--- config.mk ---
export PLATFORM = sky130hd
export DESIGN_NAME = ex_stage
export DESIGN_NICKNAME = d
export VERILOG_FILES = /design/src/rtl/ex_stage.sv
export SDC_FILE = /design/constraint.sdc
export NUM_CORES = 1
export LEC_CHECK = 0
export BUFFER_PORTS_ARGS = -buffer_cell sky130_fd_sc_hd__buf_2
export CAP_MARGIN = 20
export CORE_AREA = 5 5 208 210
export CTS_BUF_LIST = sky130_fd_sc_hd__clkbuf_8
export DETAILED_ROUTE_END_ITERATION = 7
export DIE_AREA = 0 0 213 215
export PLACE_DENSITY = 0.82
export SLEW_MARGIN = 10
export SYNTH_ARGS = -nofsm -noshare
export SYNTH_HDL_FRONTEND = slang
export SYNTH_SLANG_ARGS = --single-unit
export TNS_END_PERCENT = 10
--- constraint.sdc ---
create_clock -name clk -period 6.1 [get_ports clk]
set_clock_uncertainty 0.15 [all_clocks]
set_input_delay 0.305 -clock clk [delete_from_list [all_inputs] [get_ports clk]]
set_output_delay 0.305 -clock clk [all_outputs]
set_load 0.05 [all_outputs]
--- src/rtl/ex_stage.sv ---
// RV32IC execute stage: operand forwarding, ALU, branch/jump resolution, load-use
// detection and the registered EX/MEM record plus one-cycle front-end redirect.
package ex_stage_pkg;
   typedef struct packed {
      logic [31:0] pc;
      logic [2:0]  func3;
      logic [6:0]  func7;
      logic [2:0]  alu_op;
      logic [31:0] immediate;
      logic [4:0]  rd;
      logic [1:0]  alu_src;
      logic        mem2reg;
      logic        reg_write;
      logic        branch;
      logic [4:0]  rs1;
      logic [4:0]  rs2;
      logic        mem_read;
      logic        mem_write;
   } ex_state_t;
endpackage

module ex_stage
   import ex_stage_pkg::*;
#(
   parameter logic [31:0] RESET_PC = 32'h0000_0000
) (
   input  logic        clk,
   input  logic        rst,
   input  logic        ex_valid,
   input  ex_state_t   ex_state,
   input  logic        ex_ilen16,
   input  logic [31:0] rs1_data,
   input  logic [31:0] rs2_data,
   input  logic        wb_we,
   input  logic [4:0]  wb_rd,
   input  logic [31:0] wb_data,
   input  logic        mem_stall,
   output logic        ex_stall,
   output logic        redirect_valid,
   output logic [31:0] redirect_pc,
   output logic        mem_valid,
   output logic [31:0] mem_pc,
   output logic [31:0] mem_alu_result,
   output logic [31:0] mem_store_data,
   output logic [4:0]  mem_rd,
   output logic [2:0]  mem_func3,
   output logic        mem_mem_read,
   output logic        mem_mem_write,
   output logic        mem_mem2reg,
   output logic        mem_regwrite
);
   localparam int unsigned XLEN = 32;
   localparam int unsigned RW   = 5;

   logic            mem_valid_q, mem_valid_d;
   logic [XLEN-1:0] mem_pc_q, mem_pc_d, mem_alu_result_q, mem_alu_result_d;
   logic [XLEN-1:0] mem_store_data_q, mem_store_data_d;
   logic [RW-1:0]   mem_rd_q, mem_rd_d;
   logic [2:0]      mem_func3_q, mem_func3_d;
   logic            mem_mem_read_q, mem_mem_read_d, mem_mem_write_q, mem_mem_write_d;
   logic            mem_mem2reg_q, mem_mem2reg_d, mem_regwrite_q, mem_regwrite_d;
   logic            redirect_valid_q, redirect_valid_d;
   logic [XLEN-1:0] redirect_pc_q, redirect_pc_d;

   logic [XLEN-1:0] rs1_fwd, rs2_fwd, op1, op2, alu_res, link, target;
   logic [4:0]      shamt;
   logic            mem_fwd_ok, hazard, kill, live, take, br_taken, alt, is_jalr;
   logic            unused_c;

   assign unused_c = ^{ex_state.func7[6], ex_state.func7[4:0], ex_state.branch};

   // EX/MEM forwarding is only legal for non-load results; loads go through the hazard path
   assign mem_fwd_ok = mem_valid_q && mem_regwrite_q && !mem_mem_read_q && (mem_rd_q != '0);

   assign rs1_fwd = (ex_state.rs1 == '0) ? '0 :
                    (mem_fwd_ok && mem_rd_q == ex_state.rs1) ? mem_alu_result_q :
                    (wb_we && wb_rd != '0 && wb_rd == ex_state.rs1) ? wb_data : rs1_data;
   assign rs2_fwd = (ex_state.rs2 == '0) ? '0 :
                    (mem_fwd_ok && mem_rd_q == ex_state.rs2) ? mem_alu_result_q :
                    (wb_we && wb_rd != '0 && wb_rd == ex_state.rs2) ? wb_data : rs2_data;

   assign op1   = (ex_state.alu_src == 2'b10) ? ex_state.pc : rs1_fwd;
   assign op2   = (ex_state.alu_src == 2'b01 || ex_state.alu_src == 2'b10) ?
                  ex_state.immediate : rs2_fwd;
   assign shamt = op2[4:0];
   assign alt   = ex_state.func7[5];
   assign link  = ex_state.pc + (ex_ilen16 ? XLEN'(2) : XLEN'(4));

   assign hazard = ex_valid && mem_valid_q && mem_mem_read_q && (mem_rd_q != '0) &&
                   (mem_rd_q == ex_state.rs1 || mem_rd_q == ex_state.rs2);
   // The instruction sitting in EX during a redirect cycle is wrong-path
   assign kill     = redirect_valid_q;
   assign live     = ex_valid && !kill && !hazard;
   assign ex_stall = !rst && (mem_stall || (hazard && !kill));

   assign is_jalr = (ex_state.alu_src == 2'b01);
   assign target  = (ex_state.alu_op == 3'd6 && is_jalr) ?
                    ((rs1_fwd + ex_state.immediate) & ~XLEN'(1)) :
                    (ex_state.pc + ex_state.immediate);
   assign take    = (ex_state.alu_op == 3'd3 && br_taken) || (ex_state.alu_op == 3'd6);

   always_comb begin
      br_taken = 1'b0;
      case (ex_state.func3)
         3'b000:  br_taken = (rs1_fwd == rs2_fwd);
         3'b001:  br_taken = (rs1_fwd != rs2_fwd);
         3'b100:  br_taken = ($signed(rs1_fwd) <  $signed(rs2_fwd));
         3'b101:  br_taken = ($signed(rs1_fwd) >= $signed(rs2_fwd));
         3'b110:  br_taken = (rs1_fwd <  rs2_fwd);
         3'b111:  br_taken = (rs1_fwd >= rs2_fwd);
         default: br_taken = 1'b0;
      endcase
   end

   always_comb begin
      alu_res = '0;
      case (ex_state.alu_op)
         3'd0, 3'd1: begin
            case (ex_state.func3)
               3'b000:  alu_res = (ex_state.alu_op == 3'd0 && alt) ? op1 - op2 : op1 + op2;
               3'b001:  alu_res = op1 << shamt;
               3'b010:  alu_res = XLEN'($signed(op1) < $signed(op2));
               3'b011:  alu_res = XLEN'(op1 < op2);
               3'b100:  alu_res = op1 ^ op2;
               3'b101:  alu_res = alt ? XLEN'($signed(op1) >>> shamt) : op1 >> shamt;
               3'b110:  alu_res = op1 | op2;
               default: alu_res = op1 & op2;
            endcase
         end
         3'd2:    alu_res = op1 + op2;
         3'd4:    alu_res = ex_state.immediate;
         3'd5:    alu_res = ex_state.pc + ex_state.immediate;
         3'd6:    alu_res = link;
         default: alu_res = '0;
      endcase
   end

   // Next-state: hold on mem_stall, except the one-cycle redirect pulse always drops
   always_comb begin
      mem_valid_d      = mem_valid_q;
      mem_pc_d         = mem_pc_q;
      mem_alu_result_d = mem_alu_result_q;
      mem_store_data_d = mem_store_data_q;
      mem_rd_d         = mem_rd_q;
      mem_func3_d      = mem_func3_q;
      mem_mem_read_d   = mem_mem_read_q;
      mem_mem_write_d  = mem_mem_write_q;
      mem_mem2reg_d    = mem_mem2reg_q;
      mem_regwrite_d   = mem_regwrite_q;
      redirect_valid_d = 1'b0;
      redirect_pc_d    = redirect_pc_q;
      if (!mem_stall) begin
         mem_valid_d      = live;
         mem_pc_d         = ex_state.pc;
         mem_alu_result_d = alu_res;
         mem_store_data_d = rs2_fwd;
         mem_rd_d         = ex_state.rd;
         mem_func3_d      = ex_state.func3;
         mem_mem_read_d   = live && ex_state.mem_read && ex_state.alu_op != 3'd7;
         mem_mem_write_d  = live && ex_state.mem_write && ex_state.alu_op != 3'd7;
         mem_mem2reg_d    = live && ex_state.mem2reg && ex_state.alu_op != 3'd7;
         mem_regwrite_d   = live && ex_state.reg_write && ex_state.rd != '0 &&
                            ex_state.alu_op != 3'd7;
         if (live && take) begin
            redirect_valid_d = 1'b1;
            redirect_pc_d    = target;
         end
      end
   end

   always_ff @(posedge clk or posedge rst) begin
      if (rst) begin
         mem_valid_q      <= 1'b0;
         mem_pc_q         <= RESET_PC;
         mem_alu_result_q <= '0;
         mem_store_data_q <= '0;
         mem_rd_q         <= '0;
         mem_func3_q      <= '0;
         mem_mem_read_q   <= 1'b0;
         mem_mem_write_q  <= 1'b0;
         mem_mem2reg_q    <= 1'b0;
         mem_regwrite_q   <= 1'b0;
         redirect_valid_q <= 1'b0;
         redirect_pc_q    <= '0;
      end else begin
         mem_valid_q      <= mem_valid_d;
         mem_pc_q         <= mem_pc_d;
         mem_alu_result_q <= mem_alu_result_d;
         mem_store_data_q <= mem_store_data_d;
         mem_rd_q         <= mem_rd_d;
         mem_func3_q      <= mem_func3_d;
         mem_mem_read_q   <= mem_mem_read_d;
         mem_mem_write_q  <= mem_mem_write_d;
         mem_mem2reg_q    <= mem_mem2reg_d;
         mem_regwrite_q   <= mem_regwrite_d;
         redirect_valid_q <= redirect_valid_d;
         redirect_pc_q    <= redirect_pc_d;
      end
   end

   assign mem_valid      = mem_valid_q;
   assign mem_pc         = mem_pc_q;
   assign mem_alu_result = mem_alu_result_q;
   assign mem_store_data = mem_store_data_q;
   assign mem_rd         = mem_rd_q;
   assign mem_func3      = mem_func3_q;
   assign mem_mem_read   = mem_mem_read_q;
   assign mem_mem_write  = mem_mem_write_q;
   assign mem_mem2reg    = mem_mem2reg_q;
   assign mem_regwrite   = mem_regwrite_q;
   assign redirect_valid = redirect_valid_q;
   assign redirect_pc    = redirect_pc_q;
endmodule

; ---- Yosys cells after proc, flatten, opt, wreduce, memory -nomap -nowiden
; Index checks and enable logic that the tools add are counted.
[classes]
reduce_logical = 46
shift = 3
bitwise = 4
n_mux = 17
eq_ne = 22
add_sub_neg = 5
n_lt_le_gt_ge = 6
[ops]
columns = cell, count
row1 = $mux W32, 11
row2 = $pmux W32 S7, 1
row3 = $pmux W32 S5, 1
row4 = $lt A32 B32 Y1, 4
row5 = $add A32 B32 Y32, 3
row6 = $ge A32 B32 Y1, 2
row7 = $add A32 B3 Y32, 1
row8 = $and A32 B32 Y32, 1
row9 = $eq A32 B32 Y1, 1
row10 = $ne A32 B32 Y1, 1
row11 = $or A32 B32 Y32, 1
row12 = $shl A32 B5 Y32, 1
row13 = $shr A32 B5 Y32, 1
row14 = $sshr A32 B5 Y32, 1
row15 = $sub A32 B32 Y32, 1
row16 = $xor A32 B32 Y32, 1
row17 = $logic_and A1 B1 Y1, 29
row18 = $eq A3 B3 Y1 const B, 7
row19 = $eq A5 B5 Y1, 4
row20 = $reduce_bool A5 Y1, 3
row21 = $eq A3 B2 Y1 const B, 4
row22 = $logic_not A5 Y1, 2
row23 = $eq A3 B1 Y1 const B, 2
row24 = $logic_not A3 Y1, 2
row25 = 11 further kinds, 18
[word_totals]
in_bits = 206
out_inout_bits = 143
word_cells = 115
ff_bits = 142

; ---- Depth between registers and ports, before layout
[logic_depth]
word_depth = 13
depth_mapped = 25

; ---- Worst setup path after synthesis
; OpenSTA, ideal clock, no wires.
[synth_timing]
path_type = register -> register
startpoint = register mem_rd_q[1] (netlist: mem_rd[1])
endpoint = register mem_alu_result_q[30] (netlist: mem_alu_result[30])
t_arrival_ns = 5.690
slack_ns = 0.125
synth_period_minus_slack_ns = 5.975
path_stages_with_launch = 25
t_required_ns = 5.815
setup_time_ns = 0.135
path_cell_list = dfrtp_1 -> or4_1 -> nor2_1 -> nand4bb_1 -> buf_2 -> nand3_1 -> a32oi_1 -> clkbuf_1 -> clkbuf_1 -> clkbuf_1 -> ha_1 -> clkbuf_1 -> o21bai_1 -> a21oi_1 -> o21bai_1 -> a31o_2 -> a21oi_1 -> o41ai_1 -> a41o_1 -> a21oi_1 -> a41o_1 -> o21ai_0 -> o2111ai_1 -> o21ai_0 -> o211ai_1
[synth_between]
elab_chain_len = 10
[synth_lines]
columns = item, line
row1 = "start, declared", 58  ; logic [RW-1:0] mem_rd_q, mem_rd_d;
row2 = "start signal, assigned", 190  ; mem_rd_q <= mem_rd_d;
row3 = $reduce_bool A5 Y1, 73  ; assign mem_fwd_ok = mem_valid_q && mem_regwrite_q && !mem_mem_read_q && (mem_rd_q != '0);
row4 = $logic_and A1 B1 Y1, 73
row5 = $logic_and A1 B1 Y1 (on tied branches), "76, 79"
row6 = $mux W32 (on tied branches), "76, 79"
row7 = $mux W32 (on tied branches), "75, 78"
row8 = $mux W32 (on tied branches), "82, 83"
row9 = $add A32 B32 Y32 (tied with other cells), "120, 130"
row10 = $mux W32 (on tied branches), "120, 125"
row11 = $pmux W32 S7, 119  ; case (ex_state.func3)
row12 = $pmux W32 S5 *, 117  ; case (ex_state.alu_op)
row13 = "end signal, assigned", 188  ; mem_alu_result_q <= mem_alu_result_d;
row14 = "end, declared", 56  ; logic [XLEN-1:0] mem_pc_q, mem_pc_d, mem_alu_result_q, mem_alu_result_d;
; Mark *: on every way between the ends. The rest lies on a longest branch, timed or not.
; A chain may end at the register's enable or synchronous reset.

; ---- Worst setup path after layout
[layout_timing]
startpoint = register mem_rd_q[2] (netlist: mem_rd[2])
endpoint = register mem_alu_result_q[31] (netlist: mem_alu_result[31])
; The elaborated chain is that of the path after synthesis.

==> metrics.csv <==
metric;value;unit
status;complete, but fails checks;
violations in the final reports;design-rule violations;
flop2flop setup slack;0.08;ns
FMAX;166;MHz
Overflow after GRT;0;
drt total wl;107000;um
largest net degree at the start of global routing;85;
via count;27400;
period utilization;98.6;%
H-Tree Depth;4;
Worst R2R End;mem_alu_result[31]$_DFFE_PP0N_;
grt peak-use layer;met2;
global-route wire length before repair;156000;um
top cells by area, synth;dfrtp_1 16%, ha_1 11%, mux2i_1 7.5%, o21ai_0 6.2%, a21oi_1 6.0%;
fin. max-slew vios;0;
Synth async-reset ratio;100;%
Die X;213;um
Final min period;6.02;ns
CTS tree;yes;
Ys Warns;0;
CP Data Required Time;6.30;ns
power per standard cell area;230;nW/um^2
HPWL Detailed;84000;um
Die Span Y;215;um
Cells after Synth;3044;
Worst setup EP type;register;
clock buffer depth;2;
Netlist cell types;101;
Syn Area/Cell;7.36;um^2
grt met2 use;63.3;%
R2R Path Start;mem_rd[2]$_DFFE_PP0N_;
worst hold slack;0.0499;ns
DRT Pass-1 Iters;8;
post-synth design cell area;22400;um^2
Initial Utilization;54.1;%
Synth area leader;dfrtp_1;
# fillers;3833;
Max VDD drop;0.141;mV
Num CTS Buffers;17;
r2r worst-path depth;20;
total power draw;6.00;mW
GR Util met3;13.0;%
Cells after DPL;3889;
CP startpoint kind;register;
worst hold path type;primary input to register;
Critical Path Sink;mem_alu_result[31]$_DFFE_PP0N_;
Post-Syn Nets;3445;
P&R area growth vs syn;16.3;%
drt via density;6.95;
fin area;26000;um^2
kind of critical path;register to register;
CP arrival;6.21;ns
Core Area;41400;um^2
share of post-route cells with drive strength above 1;20.6;%
GRT Total Usage;44.1;%
initial drt markers;4982;
leakage power;12.0;nW
# setup viols final;0;
DP Area;25400;um^2
number of flops mapped to enable cells by yosys;0;
# DRC;2;
row cnt;75;
global routing usage on met1;60.8;%
Clk pin slew, worst setup/hold paths;0.09;ns
synthesized flop and latch total;142;
Critical path origin;mem_rd[2]$_DFFE_PP0N_;
Hold Vio Cnt, Final;0;
Seq/Total Area, Yosys;15.9;%
slew margin rel.;11.0;%
Synth top area share;15.9;%
vias in the first global route;24800;
Sink Count;142;
Routability Congestion;1.13;
initial antenna violation count;4;
Port Buffer Count;341;
Worst Path Max Fanout;21;
Nets;3786;
Synth Flop Type;dfrtp_1;
non-filler instance count after layout;3938;
Worst Max-Slew Pin Slew;1.32;ns
# Max-Cap Violations;0;
DR WL/cell;27.3;um
Final ANT Viol Nets;0;
I/O pins;349;
worst skew pair latency;0.49;ns
Die ar.;45800;um^2
Root Buffer;clkbuf_8;
cells in the mapped netlist, types with 21 or more instances:
master / instances
xor2_1: 52
mux2_2: 73
ha_1: 191
a31oi_1: 36
buf_1: 28
nand3_1: 107
o211ai_1: 46
and3_1: 48
mux2i_1: 168
dfrtp_1: 142
a21o_1: 69
o221ai_1: 22
a221oi_1: 21
o21ai_0: 279
o21bai_1: 30
a21oi_1: 267
a211oi_1: 65
inv_1: 153
nor3_1: 51
clkbuf_1: 161
nand2_1: 275
xnor2_1: 103
a32o_1: 27
nand4_1: 27
nand2b_1: 21
o22ai_1: 21
nor2_1: 242
routing by layer:
| metal | share of wire (%) | vias up |
|---|---|---|
| li1 | - | 11900 |
| met2 | 41 | 2402 |
| met4 | 6.0 | 6 |
| met1 | 37 | 12600 |
| met5 | 0.027 | - |
| met3 | 16 | 449 |
layout make-up:
cell class                      instances  area (um^2)  area share, %
Multi-Input combinational cell       2536        17600           67.7
Sequential cell                       142         3550           13.6
Timing Repair Buffer                  527         3180           12.2
Tap cell                              539          674           2.59
Inverter                              161          609           2.34
Clock buffer                           19          262           1.00
Clock inverter                         12          136          0.524
Antenna cell                            2         5.00         0.0192
per-stage QoR:
step	utilization, %	worst slack, ns	TNS [ns]
6_report	62.9	0.0828	0
5_1_grt	62.9	-0.107	-0.323
4_1_cts	62.7	0.154	0
3_5_place_dp	61.5	0.204	0
3_3_place_gp	61.5	0.247	0
2_1_floorplan	-	0.125	0
registers in the layout (all words and copies together) (netlist names):
register        cells
redirect_valid      1
mem_store_data     32
mem_valid           1
mem_regwrite        1
mem_pc             32
mem_alu_result     32
mem_mem2reg         1
redirect_pc        32
mem_func3           3
mem_mem_write       1
mem_mem_read        1
mem_rd              5
worst min path at each step:
stage	start	endpoint	slack, ns	cells after the start
global placement	redirect_pc[4]$_DFFE_PP0P_	redirect_pc[4]$_DFFE_PP0P_	0.31	1
detailed placement	redirect_pc[4]$_DFFE_PP0P_	redirect_pc[4]$_DFFE_PP0P_	0.31	1
finish	ex_state[75]	mem_pc[8]$_DFFE_PP0N_	0.05	2
floorplan	ex_state[1]	mem_mem_read$_DFFE_PP0N_	0.28	1
global route	ex_state[89]	mem_pc[22]$_DFFE_PP0N_	0.03	2
CTS	ex_state[67]	mem_pc[0]$_DFFE_PP0N_	0.006	2
cells in the final DEF, fill, tap and decap left out, drive strengths merged, types with 13 or more instances in the layout:
cell type | netlist | routed
and3 | 48 | 48
a221o | 14 | 14
o21ai | 290 | 290
mux2 | 73 | 73
nor2 | 243 | 243
a21o | 69 | 69
o21a | 17 | 17
o211ai | 46 | 46
clkbuf | 161 | 20
a31oi | 37 | 37
nand3 | 107 | 107
a211oi | 66 | 66
ha | 191 | 191
nor3 | 53 | 53
xor2 | 52 | 52
or3 | 16 | 17
or2 | 27 | 27
nor2b | 18 | 18
o31ai | 16 | 16
buf | 45 | 515
and2 | 13 | 13
dfrtp | 142 | 142
nor4 | 14 | 14
a32o | 27 | 27
o21bai | 31 | 31
o221ai | 22 | 22
a21oi | 268 | 268
inv | 156 | 160
mux2i | 168 | 168
a221oi | 23 | 23
nand2 | 276 | 276
xnor2 | 103 | 103
o22ai | 21 | 21
nand4 | 27 | 27
nand2b | 21 | 21
repair_timing:
| item | in CTS | in global routing |
|---|---|---|
| setup buffers | 0 | 3 |
| resized for setup | 0 | 15 |
| hold endpoints to repair | 93 | 0 |
| hold buffers | 11 | 0 |
| endpoints found under the setup margin | 0 | 15 |
critical path: stages, from the launching register on:
cell and delay [ns]:
dfrtp_1 0.46, xor2_1 0.22, or4_1 0.54, or4_1 0.46, buf_4 0.25, or2_2 0.31
a32o_1 0.41, ha_1 0.43, o21ai_0 0.12, a211oi_1 0.26, o22ai_1 0.16, or3_1 0.38
a21oi_1 0.18, o21a_1 0.24, nand4_1 0.19, a31oi_1 0.26, nor3_1 0.09, o211ai_1 0.20
o31ai_1 0.10, o221ai_1 0.33, nand4_1 0.14
kinds of logic (layout without fill, tap and decap cells):
group / Yosys count / after routing / share of synthesized area [%]
buf+inv: 367 / 719 / 6.32
other cells: 0 / 2 / 0
simple gates: 886 / 887 / 18.4
xor+xnor: 155 / 155 / 6.06
mux: 245 / 245 / 11.6
fa+ha+maj: 200 / 200 / 11.3
compound gates: 1049 / 1049 / 30.5
flops: 142 / 142 / 15.9
power breakdown:
group,leakage (nW),switching (mW),internal [mW]
Sequential,1.74,0.141,1.10
Combinational,10.0,2.64,1.28
Clock,0.200,0.447,0.387
No activity file was read; power rests on OpenSTA's default activity.
